===== src/rtl/byp_hzd_unit.sv =====
// byp_hzd_unit: ID-stage forwarding select and load-use hazard detection
module byp_hzd_unit #(
    parameter int ADDR_W   = 4,
    parameter bit ZERO_REG = 1
) (
    input  logic              clk,
    input  logic              rst,
    input  logic              stall,
    input  logic              flush_ID,
    input  logic [ADDR_W-1:0] p0_addr,
    input  logic [ADDR_W-1:0] p1_addr,
    input  logic              re0,
    input  logic              re1,
    input  logic [ADDR_W-1:0] dst_addr,
    input  logic              we_rf,
    input  logic              mem_rd,
    output logic              byp0_EX,
    output logic              byp0_DM,
    output logic              byp1_EX,
    output logic              byp1_DM,
    output logic              hzd_stall
);
    logic              we_ie, ld_ie, we_ed, ld_ed, we_dw, ld_dw;
    logic [ADDR_W-1:0] dst_ie, dst_ed, dst_dw;
    logic              m0_ie, m1_ie, m0_ed, m1_ed, bubble;

    function automatic logic match(input logic re, input logic [ADDR_W-1:0] a,
                                   input logic we, input logic [ADDR_W-1:0] d);
        return re && we && (a == d) && !(ZERO_REG && a == '0);
    endfunction

    // Compare ID read ports against the two older in-flight writers; a load in ID_EX forces a stall
    always_comb begin
        m0_ie     = match(re0, p0_addr, we_ie, dst_ie);
        m1_ie     = match(re1, p1_addr, we_ie, dst_ie);
        m0_ed     = match(re0, p0_addr, we_ed, dst_ed);
        m1_ed     = match(re1, p1_addr, we_ed, dst_ed);
        hzd_stall = !flush_ID && ld_ie && (m0_ie || m1_ie);
        bubble    = flush_ID || hzd_stall;
    end

    // Advance the destination shadows and register bypass selects for the instruction entering EX
    always_ff @(posedge clk or posedge rst) begin
        if (rst) begin
            {we_ie, ld_ie, we_ed, ld_ed, we_dw, ld_dw} <= '0;
            {dst_ie, dst_ed, dst_dw}                   <= '0;
            {byp0_EX, byp0_DM, byp1_EX, byp1_DM}       <= '0;
        end else if (!stall) begin
            we_dw   <= we_ed;
            ld_dw   <= ld_ed;
            dst_dw  <= dst_ed;
            we_ed   <= we_ie;
            ld_ed   <= ld_ie;
            dst_ed  <= dst_ie;
            we_ie   <= we_rf && !bubble;
            ld_ie   <= mem_rd && !bubble;
            dst_ie  <= dst_addr;
            byp0_EX <= !bubble && m0_ie && !ld_ie;
            byp0_DM <= !bubble && m0_ed && !m0_ie;
            byp1_EX <= !bubble && m1_ie && !ld_ie;
            byp1_DM <= !bubble && m1_ed && !m1_ie;
        end
    end
endmodule


===== config.mk =====
export PLATFORM = sky130hd
export DESIGN_NAME = byp_hzd_unit
export DESIGN_NICKNAME = d
export VERILOG_FILES = /design/src/rtl/byp_hzd_unit.sv
export SDC_FILE = /design/constraint.sdc
export NUM_CORES = 1
export LEC_CHECK = 0
export ABC_CLOCK_PERIOD_IN_PS = 4500
export BUFFER_PORTS_ARGS = -buffer_cell sky130_fd_sc_hd__buf_2
export CAP_MARGIN = 20
export CORE_MARGIN = 5
export CORE_UTILIZATION = 53
export DETAILED_ROUTE_END_ITERATION = 10
export PLACE_DENSITY_LB_ADDON = 0.08
export SLEW_MARGIN = 20
export SYNTH_ARGS = -nofsm -noshare
export SYNTH_HDL_FRONTEND = slang
export SYNTH_SLANG_ARGS = --single-unit

===== constraint.sdc =====
create_clock -name clk -period 4.5 [get_ports clk]
set_clock_uncertainty 0.15 [all_clocks]
set_input_delay 0.45 -clock clk [delete_from_list [all_inputs] [get_ports clk]]
set_output_delay 0.45 -clock clk [all_outputs]
set_load 0.02 [all_outputs]

==> run_summary.xml <==
<?xml version="1.0" encoding="UTF-8"?>
<metrics>
  <group name="run_status">
    <metric name="status" unit="">finished clean</metric>
  </group>
  <group name="placement">
    <metric name="placedCellCount" unit="">120</metric>
    <metric name="detailedPlacementHpwl" unit="um">1392</metric>
    <metric name="finalWeightedCongestion" unit="">0.8441</metric>
    <metric name="port_bufs" unit="">24</metric>
  </group>
  <group name="floorplan">
    <metric name="die_height" unit="um">50.10</metric>
    <metric name="die_area" unit="sq um">2510</metric>
    <metric name="initial_util" unit="%">55.91</metric>
    <metric name="std_cell_rows" unit="">14</metric>
    <metric name="die_width" unit="um">50.10</metric>
    <metric name="fp.coreArea" unit="sq um">1524</metric>
    <metric name="pin_count" unit="">25</metric>
  </group>
  <group name="sta">
    <metric name="timing_worst_slew_pin_value" unit="ns">0.5651</metric>
    <metric name="fin_hold_viols" unit="">0</metric>
    <metric name="grt_setup_unrepaired" unit="">false</metric>
    <metric name="fmax" unit="MHz">389.1</metric>
    <metric name="maxSlewViolCount" unit="">0</metric>
    <metric name="period_minus_slack" unit="ns">2.570</metric>
    <metric name="total_negative_slack" unit="ns">0</metric>
    <metric name="timing.final.setup_violations" unit="">0</metric>
    <metric name="final.period_utilization" unit="%">57.11</metric>
    <metric name="timing.max_slew.rel_slack" unit="%">62.29</metric>
  </group>
  <group name="worst_setup_path">
    <metric name="crit_path_max_incr_delay" unit="ns">0.48</metric>
    <metric name="setup.worst_path.end_class" unit="">output pin</metric>
    <metric name="cp_cell_sequence" unit="">xor2_1 -&gt; nor4_1 -&gt; o2bb2ai_1 -&gt; nor3b_1 -&gt; buf_2</metric>
    <metric name="crit_required" unit="ns">3.90</metric>
    <metric name="slowest_stage" unit="">nor4_1</metric>
    <metric name="timing.reg2reg.worst_path_depth" unit="">4</metric>
    <metric name="crit_fanout" unit="">4</metric>
    <metric name="setup.worst_path.start_class" unit="">flip-flop</metric>
    <metric name="worst-setup-path-type" unit="">flip-flop to output pin</metric>
    <metric name="critical_path_arrival" unit="ns">1.97</metric>
  </group>
  <group name="synthesis">
    <metric name="syn-cell-area" unit="sq um">852.1</metric>
    <metric name="postSynthRegisterBits" unit="">15</metric>
    <metric name="ys.warnings.count" unit="">0</metric>
    <metric name="yosys-top-cells-area" unit="">dfrtp_1 (44%), xnor2_1 (11%), mux2_2 (11%), a32o_1 (3.5%), nand3_1 (3.5%)</metric>
    <metric name="synth_top_area_share" unit="%">44.05</metric>
    <metric name="area_leader_netlist" unit="">dfrtp_1</metric>
    <metric name="postSynthNetCount" unit="">102</metric>
    <metric name="synth_cells" unit="">82</metric>
    <metric name="synthDistinctLibCells" unit="">24</metric>
    <metric name="mean_post_synth_cell_area" unit="sq um">10.39</metric>
    <metric name="synth.yosys.seq_area_share" unit="%">44.05</metric>
  </group>
  <group name="final_layout">
    <metric name="filler_free_cell_count_of_the_finished_design" unit="">124</metric>
    <metric name="drive_gt1_share" unit="%">34.26</metric>
    <metric name="fin_nets" unit="">129</metric>
    <metric name="antenna_cells_inserted" unit="">0</metric>
    <metric name="area_added_between_synthesis_and_finish" unit="%">18.80</metric>
  </group>
  <group name="cts">
    <metric name="cts.sink_count" unit="">15</metric>
    <metric name="post_cts_hold_buffer_count" unit="">0</metric>
    <metric name="tritoncts" unit="">built</metric>
    <metric name="ctsLongestPathBuffers" unit="">2</metric>
    <metric name="postCtsSetupBuffers" unit="">0</metric>
    <metric name="clk_transition_reported_paths" unit="ns">0.09</metric>
    <metric name="cts.htree.levels" unit="">1</metric>
    <metric name="clk_latency" unit="ns">0.29</metric>
    <metric name="clockRootBuffer" unit="">clkbuf_4</metric>
    <metric name="cts_repair_resize_count" unit="">0</metric>
    <metric name="cts-buffers-inserted" unit="">3</metric>
  </group>
  <group name="grt">
    <metric name="grt_pass1_vias" unit="">675</metric>
    <metric name="grt_antenna_before_repair" unit="">0</metric>
    <metric name="grt_max_degree" unit="">19</metric>
    <metric name="grt-ovfl-total" unit="">0</metric>
    <metric name="grt_util_all_layers" unit="%">15.56</metric>
    <metric name="wire_length_of_the_first_global_routing_pass" unit="um">2987</metric>
  </group>
  <group name="detailed_routing">
    <metric name="routed_via_density" unit="">5.685</metric>
    <metric name="via_count" unit="">705</metric>
    <metric name="remaining_drc_errors" unit="">0</metric>
    <metric name="detail_route.first_pass.iterations" unit="">4</metric>
    <metric name="routed_antenna_nets" unit="">0</metric>
    <metric name="drt_first_iter_violations" unit="">18</metric>
    <metric name="route.final.wire_length" unit="um">1731</metric>
    <metric name="route.detailed.wl_per_inst" unit="um">13.96</metric>
  </group>
  <group name="power_and_ir_drop">
    <metric name="cellLeakagePower" unit="uW">0.0004412</metric>
    <metric name="worst_ir_drop_vdd" unit="mV">0.2090</metric>
    <metric name="power_per_cell_area" unit="nW/um^2">300.9</metric>
  </group>
  <group name="worst_hold_path">
    <metric name="worst_hold_path_type" unit="">input port to async pin</metric>
  </group>
  <group name="job">
    <metric name="timing.max_cap.violations" unit="">0</metric>
  </group>
</metrics>
[kinds of logic (layout without fill, tap and decap cells)]
group | after synthesis | after routing | synth area share [%]
AOI/OAI and AO/OA | 13 | 13 | 12.48
buffers and inverters | 5 | 31 | 2.203
muxes | 8 | 8 | 10.57
DFF | 15 | 15 | 44.05
and+or+nand+nor | 27 | 27 | 16.30
xor gates and xnor gates | 14 | 14 | 14.39
[per-layer routing]
metal	global-route usage, %	share of wire, %
met3	3.916	6.9
met2	24.90	47
met4	7.860	1.9
met1	18.98	44
met5	0	0
[area by class of cell]
| type | count | area [sq um] |
|---|---|---|
| sequential | 15 | 375.4 |
| multi-input combinational | 62 | 457.9 |
| fill | 129 | 511.7 |
| clock inverter | 1 | 5.005 |
| timing repair buffer | 24 | 120.1 |
| clock buffer | 3 | 22.52 |
| inverter | 3 | 11.26 |
| tap | 16 | 20.02 |
[sequential cells by signal, summed over array words and instances, names as in the netlist]
signal,cells
dst_ed,4
ld_ie,1
we_ed,1
byp1_DM,1
byp0_DM,1
we_ie,1
dst_ie,4
byp1_EX,1
byp0_EX,1
[worst paths after layout]
path | slack [ns] | endpoint | startpoint
setup / recovery | 1.93 | hzd_stall | dst_ie[2]$_DFFE_PP0N_
hold / removal | 0.05 | dst_ed[1]$_DFFE_PP0N_ | rst
setup reg to reg | 2.65 | byp0_DM$_DFFE_PP0N_ | dst_ie[3]$_DFFE_PP0N_
hold reg to reg | 0.34 | byp0_EX$_DFFE_PP0N_ | byp0_EX$_DFFE_PP0N_
max in group asynchronous | 3.78 | byp1_EX$_DFFE_PP0N_ | rst
min in group clk | 0.22 | byp0_EX$_DFFE_PP0N_ | flush_ID
[where the power goes]
| part | leakage [uW] | total [uW] | internal (uW) | switching (uW) |
|---|---|---|---|---|
| clock | 0.0000177 | 78.7 | 33.1 | 45.7 |
| combinational | 0.000236 | 63.7 | 34.2 | 29.5 |
| sequential | 0.000187 | 162 | 147 | 14.7 |
[cells in the mapped netlist, drive strengths merged]
cell / n
dfrtp: 15
a32o: 3
and2: 1
nor2: 2
a31oi: 1
xor2: 3
or3: 2
nor3: 3
o2bb2ai: 1
clkbuf: 2
nand3: 6
a32oi: 1
o21ai: 4
mux2: 8
nor3b: 1
nand2: 8
xnor2: 11
or2: 1
inv: 3
a211oi: 1
or3b: 2
o41ai: 2
nor4: 1
[cells in the final DEF (no fill, tap or decap)]
master and instances:
and2_1 1, dfrtp_1 15, nor3b_1 1, clkbuf_4 3, xnor2_1 11, nor2_1 2
mux2_2 8, inv_1 3, or2_1 1, nor3_1 3, a32o_1 3, nand3_1 6
a32oi_1 1, o2bb2ai_1 1, or3b_1 2, o21ai_0 4, o41ai_1 1, o41ai_2 1
or3_1 2, clkinv_2 1, xor2_1 3, buf_2 24, nor4_1 1, a211oi_1 1
nand2_1 8, a31oi_1 1
[per-stage QoR]
stage / total power, uW / hold slack [ns] / cell area, sq um / utilization (%) / setup WS, ns
4_1_cts: 308.3 / 0.05352 / 1012 / 66.42 / 1.927
6_report: 304.5 / 0.04669 / 1012 / 66.42 / 1.930
2_1_floorplan: 206.4 / 0.2015 / 852.1 / - / 2.197
3_3_place_gp: 226.6 / 0.3146 / 984.7 / 64.61 / 2.132
5_1_grt: 325.6 / 0.08580 / 1012 / 66.42 / 1.780
3_5_place_dp: 228.9 / 0.3246 / 984.7 / 64.61 / 2.127
[worst max-delay path, delay by kind of cell (launching register included)]
family	cells	cell delay, ns
buffers and inverters	1	0.19
DFF	1	0.44
xor gates and xnor gates	1	0.18
AOI/OAI and AO/OA	1	0.21
and+or+nand+nor	2	0.67
No activity file was read; power rests on OpenSTA's default activity.
